## src/rtl/uart_pkg.sv

```systemverilog
// Shared constants and types for the UART receive message buffer.
// Byte width, default framing constants and framing state type.
package uart_pkg;

    localparam int BYTE_W = 8;
    localparam logic [BYTE_W-1:0] DEF_TERM_BYTE = 8'h0A;
    localparam int DEF_MSG_LEN = 13;

    typedef enum logic [0:0] {
        ST_IDLE,
        ST_COLLECT
    } frame_st_e;

endpackage

```

## src/rtl/uart_rx_msg_buf_if.sv

```systemverilog
// Host-facing bundle of the receive message buffer.
// The master side drives UART bytes and host controls.
interface uart_rx_msg_buf_if
    import uart_pkg::*;
#(
    parameter int ADDR_W = 4
);

    logic              rx_val;
    logic [BYTE_W-1:0] rx_data;
    logic              rd_en;
    logic              clr_ovf;
    logic [BYTE_W-1:0] rd_data;
    logic              rd_valid;
    logic              empty;
    logic              full;
    logic [ADDR_W:0]   level;
    logic              msg_done;
    logic [7:0]        msg_len;
    logic              overflow;

    modport master (
        output rx_val, rx_data, rd_en, clr_ovf,
        input  rd_data, rd_valid, empty, full,
        input  level, msg_done, msg_len, overflow
    );

    modport slave (
        input  rx_val, rx_data, rd_en, clr_ovf,
        output rd_data, rd_valid, empty, full,
        output level, msg_done, msg_len, overflow
    );

endinterface

```

## src/rtl/uart_rx_msg_buf_fifo.sv

```systemverilog
// Single-clock byte FIFO with a registered read port.
// Pointers carry an extra wrap bit so level is a plain difference.
module uart_byte_fifo
    import uart_pkg::*;
#(
    parameter int DEPTH  = 16,
    parameter int ADDR_W = 4
) (
    input  logic              clk,
    input  logic              rst,
    input  logic              wr_en,
    input  logic [BYTE_W-1:0] wr_data,
    input  logic              rd_en,
    output logic [BYTE_W-1:0] rd_data,
    output logic              rd_valid,
    output logic              full,
    output logic              empty,
    output logic [ADDR_W:0]   level
);

    logic [BYTE_W-1:0] mem [DEPTH];
    logic [ADDR_W:0]   wr_ptr;
    logic [ADDR_W:0]   rd_ptr;
    logic              rd_ok;
    logic              wr_ok;

    assign level = wr_ptr - rd_ptr;
    assign empty = (wr_ptr == rd_ptr);
    assign full  = (wr_ptr[ADDR_W] != rd_ptr[ADDR_W]) &&
                   (wr_ptr[ADDR_W-1:0] == rd_ptr[ADDR_W-1:0]);
    assign rd_ok = rd_en & ~empty;
    assign wr_ok = wr_en & (~full | rd_ok);

    // Storage array; no reset needed, contents are qualified by the pointers.
    always_ff @(posedge clk) begin
        if (wr_ok) mem[wr_ptr[ADDR_W-1:0]] <= wr_data;
    end

    // Pointer advance and registered read data.
    always_ff @(posedge clk or posedge rst) begin
        if (rst) begin
            wr_ptr   <= '0;
            rd_ptr   <= '0;
            rd_data  <= '0;
            rd_valid <= 1'b0;
        end else begin
            rd_valid <= rd_ok;
            if (wr_ok) wr_ptr <= wr_ptr + 1'b1;
            if (rd_ok) begin
                rd_ptr  <= rd_ptr + 1'b1;
                rd_data <= mem[rd_ptr[ADDR_W-1:0]];
            end
        end
    end

endmodule

```

## src/rtl/uart_rx_msg_buf.sv

```systemverilog
// Receive message collector: rx_val edge capture into a byte FIFO,
// message framing by count, terminator or idle timeout, sticky overflow.
module uart_rx_msg_buf
    import uart_pkg::*;
#(
    parameter int          DEPTH     = 16,
    parameter int          ADDR_W    = 4,
    parameter int          MSG_LEN   = DEF_MSG_LEN,
    parameter bit          USE_TERM  = 1'b0,
    parameter logic [7:0]  TERM_BYTE = DEF_TERM_BYTE,
    parameter int          IDLE_TO   = 20000
) (
    input logic              clk,
    input logic              rst,
    uart_rx_msg_buf_if.slave bus
);

    localparam int IDLE_W = (IDLE_TO > 1) ? $clog2(IDLE_TO) : 1;
    localparam logic [IDLE_W-1:0] IDLE_LAST =
        IDLE_W'((IDLE_TO > 0) ? IDLE_TO - 1 : 0);

    logic              rx_val_q;
    logic              wr_req;
    logic              full;
    logic              empty;
    logic              rd_ok;
    logic              drop;
    frame_st_e         state;
    logic [7:0]        byte_cnt;
    logic [7:0]        next_cnt;
    logic [IDLE_W-1:0] idle_cnt;
    logic              close_byte;
    logic              close_idle;
    logic              msg_done;
    logic [7:0]        msg_len;
    logic              overflow;

    assign wr_req   = bus.rx_val & ~rx_val_q;
    assign rd_ok    = bus.rd_en & ~empty;
    assign drop     = wr_req & full & ~rd_ok;
    assign next_cnt = (state == ST_COLLECT) ? byte_cnt + 8'd1 : 8'd1;

    assign close_byte = (next_cnt == 8'(MSG_LEN)) ||
                        (USE_TERM && (bus.rx_data == TERM_BYTE));
    assign close_idle = (IDLE_TO != 0) && (state == ST_COLLECT) &&
                        !wr_req && (idle_cnt == IDLE_LAST);

    assign bus.full     = full;
    assign bus.empty    = empty;
    assign bus.msg_done = msg_done;
    assign bus.msg_len  = msg_len;
    assign bus.overflow = overflow;

    uart_byte_fifo #(
        .DEPTH  (DEPTH),
        .ADDR_W (ADDR_W)
    ) u_fifo (
        .clk      (clk),
        .rst      (rst),
        .wr_en    (wr_req),
        .wr_data  (bus.rx_data),
        .rd_en    (bus.rd_en),
        .rd_data  (bus.rd_data),
        .rd_valid (bus.rd_valid),
        .full     (full),
        .empty    (empty),
        .level    (bus.level)
    );

    // Delay rx_val by one cycle so only its rising edge requests a write.
    always_ff @(posedge clk or posedge rst) begin
        if (rst) rx_val_q <= 1'b0;
        else     rx_val_q <= bus.rx_val;
    end

    // Framing: count bytes, time silence, pulse msg_done on close.
    always_ff @(posedge clk or posedge rst) begin
        if (rst) begin
            state    <= ST_IDLE;
            byte_cnt <= '0;
            idle_cnt <= '0;
            msg_done <= 1'b0;
            msg_len  <= '0;
        end else begin
            msg_done <= 1'b0;
            if (wr_req) begin
                idle_cnt <= '0;
                if (close_byte) begin
                    state    <= ST_IDLE;
                    byte_cnt <= '0;
                    msg_done <= 1'b1;
                    msg_len  <= next_cnt;
                end else begin
                    state    <= ST_COLLECT;
                    byte_cnt <= next_cnt;
                end
            end else if (state == ST_COLLECT) begin
                if (close_idle) begin
                    state    <= ST_IDLE;
                    idle_cnt <= '0;
                    byte_cnt <= '0;
                    msg_done <= 1'b1;
                    msg_len  <= byte_cnt;
                end else begin
                    idle_cnt <= idle_cnt + 1'b1;
                end
            end
        end
    end

    // Sticky overflow; a dropped byte wins over a clear in the same cycle.
    always_ff @(posedge clk or posedge rst) begin
        if (rst)              overflow <= 1'b0;
        else if (drop)        overflow <= 1'b1;
        else if (bus.clr_ovf) overflow <= 1'b0;
    end

endmodule

```

## src/flat_wrapper.sv

```systemverilog
// flat-port wrapper written by rule: the top's interface ports become plain ports
module uart_rx_msg_buf_flat import uart_pkg::*;
#(
    parameter int          DEPTH     = 16,
    parameter int          ADDR_W    = 4,
    parameter int          MSG_LEN   = DEF_MSG_LEN,
    parameter bit          USE_TERM  = 1'b0,
    parameter logic [7:0]  TERM_BYTE = DEF_TERM_BYTE,
    parameter int          IDLE_TO   = 20000
)
  (clk, rst, bus_rx_val, bus_rx_data, bus_rd_en, bus_clr_ovf, bus_rd_data, bus_rd_valid, bus_empty, bus_full, bus_level, bus_msg_done, bus_msg_len, bus_overflow);
  uart_rx_msg_buf_if #(.ADDR_W(ADDR_W)) bus_i ();
  input logic clk;
  input logic rst;
  input wire logic [$bits(bus_i.rx_val)-1:0] bus_rx_val;
  input wire logic [$bits(bus_i.rx_data)-1:0] bus_rx_data;
  input wire logic [$bits(bus_i.rd_en)-1:0] bus_rd_en;
  input wire logic [$bits(bus_i.clr_ovf)-1:0] bus_clr_ovf;
  output wire logic [$bits(bus_i.rd_data)-1:0] bus_rd_data;
  output wire logic [$bits(bus_i.rd_valid)-1:0] bus_rd_valid;
  output wire logic [$bits(bus_i.empty)-1:0] bus_empty;
  output wire logic [$bits(bus_i.full)-1:0] bus_full;
  output wire logic [$bits(bus_i.level)-1:0] bus_level;
  output wire logic [$bits(bus_i.msg_done)-1:0] bus_msg_done;
  output wire logic [$bits(bus_i.msg_len)-1:0] bus_msg_len;
  output wire logic [$bits(bus_i.overflow)-1:0] bus_overflow;
  assign bus_i.rx_val = bus_rx_val;
  assign bus_i.rx_data = bus_rx_data;
  assign bus_i.rd_en = bus_rd_en;
  assign bus_i.clr_ovf = bus_clr_ovf;
  assign bus_rd_data = bus_i.rd_data;
  assign bus_rd_valid = bus_i.rd_valid;
  assign bus_empty = bus_i.empty;
  assign bus_full = bus_i.full;
  assign bus_level = bus_i.level;
  assign bus_msg_done = bus_i.msg_done;
  assign bus_msg_len = bus_i.msg_len;
  assign bus_overflow = bus_i.overflow;
  uart_rx_msg_buf #(.DEPTH(DEPTH), .ADDR_W(ADDR_W), .MSG_LEN(MSG_LEN), .USE_TERM(USE_TERM), .TERM_BYTE(TERM_BYTE), .IDLE_TO(IDLE_TO)) u_core (.clk(clk), .rst(rst), .bus(bus_i));
endmodule
```

## config.mk

```make
export PLATFORM = sky130hd
export DESIGN_NAME = uart_rx_msg_buf_flat
export DESIGN_NICKNAME = d
export VERILOG_FILES = /design/src/rtl/uart_pkg.sv /design/src/rtl/uart_rx_msg_buf_if.sv /design/src/rtl/uart_rx_msg_buf_fifo.sv /design/src/rtl/uart_rx_msg_buf.sv /design/src/flat_wrapper.sv
export SDC_FILE = /design/constraint.sdc
export NUM_CORES = 1
export LEC_CHECK = 0
export BUFFER_PORTS_ARGS = -buffer_cell sky130_fd_sc_hd__buf_2
export CORE_ASPECT_RATIO = 0.5
export CORE_MARGIN = 3
export CORE_UTILIZATION = 30
export CTS_BUF_LIST = sky130_fd_sc_hd__clkbuf_16
export CTS_CLUSTER_DIAMETER = 120
export DETAILED_ROUTE_END_ITERATION = 12
export SYNTH_ARGS = -nofsm -noshare
export SYNTH_HDL_FRONTEND = slang
export SYNTH_HIERARCHICAL = 1
export SYNTH_SLANG_ARGS = --single-unit
```

## constraint.sdc

```tcl
create_clock -name clk -period 6.25 [get_ports clk]
set_input_delay 0.9375 -clock clk [delete_from_list [all_inputs] [get_ports clk]]
set_output_delay 0.9375 -clock clk [all_outputs]
set_load 0.02 [all_outputs]
```

# Word-level counts from Yosys, hierarchy flattened
# Memory sizes are Yosys's and may differ from the RTL's. A register that Yosys moved wholly into a read port is not among the register bits.
# Index checks and enable logic that the tools add are counted.
# classes
addsub,5
n_eq_ne,6
mux,24
bitwise,10
reduce_logical,9
# op_table
op,n
two-way mux 8 bit,9
two-way mux 15 bit,3
adder 15 x 1 -> 15 bit (second input constant),1
equality test 15 bit (second input constant),1
two-way mux 1 bit,12
adder 5 x 1 -> 5 bit (second input constant),2
adder 8 x 1 -> 8 bit (second input constant),1
equality test 8 x 4 -> 1 bit (second input constant),1
nonzero test 2 bit,3
bitwise AND 1 bit,5
equality test 5 bit,1
subtractor 5 bit,1
equality test 4 bit,1
inverter 1 bit,4
logical AND 1 bit,3
AND reduction 3 bit,1
!= test 2 x 1 -> 1 bit (second input constant),1
AND reduction 2 bit,1
logical NOT 1 bit,1
!= test 1 bit,1
bitwise OR 1 bit,1
# word_totals
register_bits,46
ramBits,128
inputBits,13
word_cells,65
mem_count,1
# memory_table
memory,words,word_bits,rd,rd_clocked_by_memory_dff,write_ports,line_no,text
u_core.u_fifo.mem,16,8,1,1,1,uart_rx_msg_buf_fifo.sv:21,logic [BYTE_W-1:0] mem [DEPTH];

# Longest topological paths before layout
# logic_depth
ltp_word,8
mapped_depth,10
mapped_depth_nobuf,7

# By module
# The synthesis kept the hierarchy.
# modules_own_cells
mod,n_inst,cells_per_inst,area_each_um2
uart_byte_fifo,1,357,5990.7
uart_rx_msg_buf,1,203,1956.9

# Worst setup path before layout
# OpenSTA, ideal clock, no wires.
# synth_path
kind,reg2out
startpoint,register u_core.u_fifo.rd_ptr[1]
endpoint,output port bus_level[4]
arrival_time_ns,1.901
required_ns,5.312
setup_slack_ns,3.411
path_stages_with_launch,9
cell_sequence,dfrtp_1 buf_6 buf_12 buf_8 inv_1 fa_1 a21o_1 a21oi_1 xnor2_1
# synth_between
elab_chain_cells,1
# synth_lines
item,line_no,text
start: declaration,uart_rx_msg_buf_fifo.sv:23,logic [ADDR_W:0] rd_ptr;
start signal: assignment,uart_rx_msg_buf_fifo.sv:50,rd_ptr <= rd_ptr + 1'b1;
subtractor 5 bit,uart_rx_msg_buf_fifo.sv:27,assign level = wr_ptr - rd_ptr;
end: declaration,flat_wrapper.sv:23,output wire logic [$bits(bus_i.level)-1:0] bus_level;
# Every way passes these cells.

# Worst setup path in the final report
# layout_path
startpoint,register u_core.u_fifo.rd_ptr[0]
endpoint,output port bus_level[4]
# The elaborated chain is that of the path after synthesis.

==> results.tsv <==
stage	metric	value	unit
status	outcome	completed	
synth	avgSynthCellArea	14.2	um^2
sta	max_clock_freq	291	MHz
synth	synth_nets	585	
sta	fin_crit	3.43	ns
sta	rsz0062_at_grt	false	
sta	finalSetupTns	0	ns
clock_network	cts_buffers	17	
critical_path	crit_fanout	31	
finish	multiInputGateArea	2460	um^2
detailed_routing	drtIter0Drc	418	
placement	post_dp_cell_area	8370	um^2
finish	final_util	0.351	
detailed_routing	drt_pass1_iterations	4	
die	initial_core_util	0.310	
critical_path	path_class	register to output port	
synth	synth_area	7950	um^2
finish	fillers	2401	
die	chipWidth	236	um
grt	use_met1	0.162	
synth	yosysSeqAreaShare	0.654	
synth	ys_ff_latch	182	
clock_network	root_buffer	clkbuf_16	
placement	post-place-ws	2.78	ns
power_and_ir_drop	p_total	3.71	mW
grt	grt_pass1_vias	4576	
sta	worst_slew_pin_slew	1.12	ns
critical_path	cpPeakStageDelay	0.39	ns
clock_network	cts_sinks	182	
finish	regArea	5190	um^2
finish	fin_nets	615	
critical_path	end_kind	output port	
die	io_pins	39	
critical_path	cp_cell_sequence	buf_4, ha_1, inv_1, fa_1, a21o_1, a21oi_1, xnor2_1, buf_2	
sta	drv_slew	0	
placement	gp_congestion	0.817	
synth	async_reset_ff_frac	0.297	
critical_path	crit_family	buffers and inverters	
placement	portBuffers	38	
job	cap_violations	0	
sta	fin_skew	0.0132	ns
detailed_routing	drt_wl_total	16800	um
critical_path	rrSetupSlack	2.95	ns
detailed_routing	antenna_left	0	
die	core_area	25600	um^2
power_and_ir_drop	p_per_area	413	nW/um^2
clock_network	cts_buffer_depth	2	
synth	yosys_warnings	6	
clock_network	path_clk_slew	0.07	ns
clock_network	cts_tree	yes	
die	dieHeight	121	um
grt	grtUsageTotal	0.121	
detailed_routing	vias	4710	
clock_network	holdBufCountCts	0	
sta	finalWorstSetupSlack	2.82	ns
die	dieArea	28600	um^2
grt	grt_first_pass_wirelength	26800	um
clock_network	htree_levels	4	
clock_network	post_cts_buffers	0	
sta	hold_viol	0	
finish	design_area	8980	um^2
finish	diodes	0	
grt	grt_max_degree	36	
finish	syn2layout_area_growth	13.0	%
synth	synth.largest_area_cell	edfxtp_1	
detailed_routing	avgViaCountPerCell	4.97	
power_and_ir_drop	ir_drop	189	uV
sta	setup_viol	0	
critical_path	crit_buf_inv	3	
sta	timing.slew.headroom	0.250	
finish	drive_above_1_share	0.166	
synth	postSynthCellCount	560	
sta	whs	0.505	ns
synth	synth_top_area_frac	0.484	
die	rows	41	
critical_path	crit_arrival	2.49	ns
grt	use_met3	0.0259	
detailed_routing	routedWlPerCell	17.7	um
critical_path	critPathRequiredTime	5.31	ns
worst_hold_path	hold_class	register to register	
sta	fin_crit_sh	0.549	
clock_network	post_cts_resized	0	
critical_path	slowest_stage	buf_4	
detailed_routing	route.detailed.drc	0	
finish	instances_no_fill	947	
synth	yosys.cell_count.top_type	edfxtp_1	
placement	placedCellCount	915	
critical_path	crit_path_start_kind	register	
synth	synthTopCellsByCount	128 x edfxtp_1, 54 x dfrtp_1, 54 x mux2i_1	
synth	synth_edf_count	128	
synth	synth_area_leaders	edfxtp_1 48%, dfrtp_1 17%, mux2i_1 6.8%, mux4_2 2.3%, nor2_1 2.0%	
synth	dominantRegCellSynth	edfxtp_1	
grt	grt_overflow	0	
grt	gr-max-usage-layer	met2	
placement	hpwlAfterDp	11000	um
clock_network	clk_latency	0.43	ns
grt	grt_antenna_before_repair	0	
grt	met2_usage	0.198	
synth	ys_types	61	
power_and_ir_drop	p_leak	3.33	nW
## cell families after synthesis
logic type | synth area share
buffers and inverters | 0.0368
DFF | 0.654
adders and majority gates | 0.0198
muxes | 0.0982
xor gates and xnor gates | 0.0165
AOI/OAI and AO/OA | 0.0871
and+or+nand+nor | 0.0878
## path summary, 6_finish.rpt
kind,startpoint,endpoint,cells after the start
hold reg to reg,u_core/idle_cnt[9]$_DFFE_PP0P_,u_core/idle_cnt[9]$_DFFE_PP0P_,1
min in group asynchronous,rst,u_core/rx_val_q$_DFF_PP0_,3
hold / removal,u_core/idle_cnt[9]$_DFFE_PP0P_,u_core/idle_cnt[9]$_DFFE_PP0P_,1
setup / recovery,u_core/u_fifo/rd_ptr[0]$_DFFE_PP0P_,bus_level[4],8
max in group asynchronous,rst,u_core/u_fifo/rd_data[3]$_DFFE_PP0P_,2
setup reg to reg,u_core/u_fifo/rd_ptr[1]$_DFFE_PP0P_,u_core/u_fifo/mem[2][7]$_DFFE_PP_,7
## layer usage
metal,wire length [um],up-vias
met5,0,-
met4,268,0
met1,7950,2414
li1,-,2190
met2,7950,89
met3,637,17
## final cells by class
class,count,share of cell area
inverters,18,0.00752
clock inverters,15,0.0206
repair buffers,42,0.0245
flip-flops and latches,182,0.578
multi-input cells,329,0.274
well taps,344,0.0479
clock buffers,17,0.0474
## power breakdown
group / leakage (nW) / internal, mW / switching (mW) / total (mW)
Clock: 0.297 / 0.576 / 0.503 / 1.08
Sequential: 1.84 / 1.41 / 0.109 / 1.52
Combinational: 1.19 / 0.429 / 0.683 / 1.11
## placed cells by master (no fill, tap or decap), drive strengths merged, types with 4 or more instances in the layout
cell type  synthesis  layout
edfxtp           128     128
mux2i             54      54
dfrtp             54      54
nor2              43      43
buf               24      42
o21ai             28      28
nand2             24      24
inv               17      23
o22ai             19      19
clkbuf             7      17
nand3             13      13
a21oi             12      12
nor3              11      11
xnor2             11      11
ha                11      11
nand4             10      10
a31oi              9       9
mux4               8       8
a221oi             8       8
clkinv             1       8
a22o               6       6
a21o               6       6
and2               6       6
and3               5       5
mux2               4       4
xor2               4       4
## flip-flops by register name, summed over array words and instances (netlist names)
| signal | cells |
|---|---|
| u_core/rx_val_q | 1 |
| u_core/u_fifo/rd_data | 8 |
| u_core/u_fifo/wr_ptr | 5 |
| u_core/bus.msg_len | 8 |
| u_core/u_fifo/rd_ptr | 5 |
| u_core/byte_cnt | 8 |
| u_core/bus.overflow | 1 |
| u_core/bus.msg_done | 1 |
| u_core/u_fifo/rd_valid | 1 |
| u_core/idle_cnt | 15 |
| u_core/u_fifo/mem | 128 |
| u_core/state | 1 |
(Power assumes the default switching activity.)
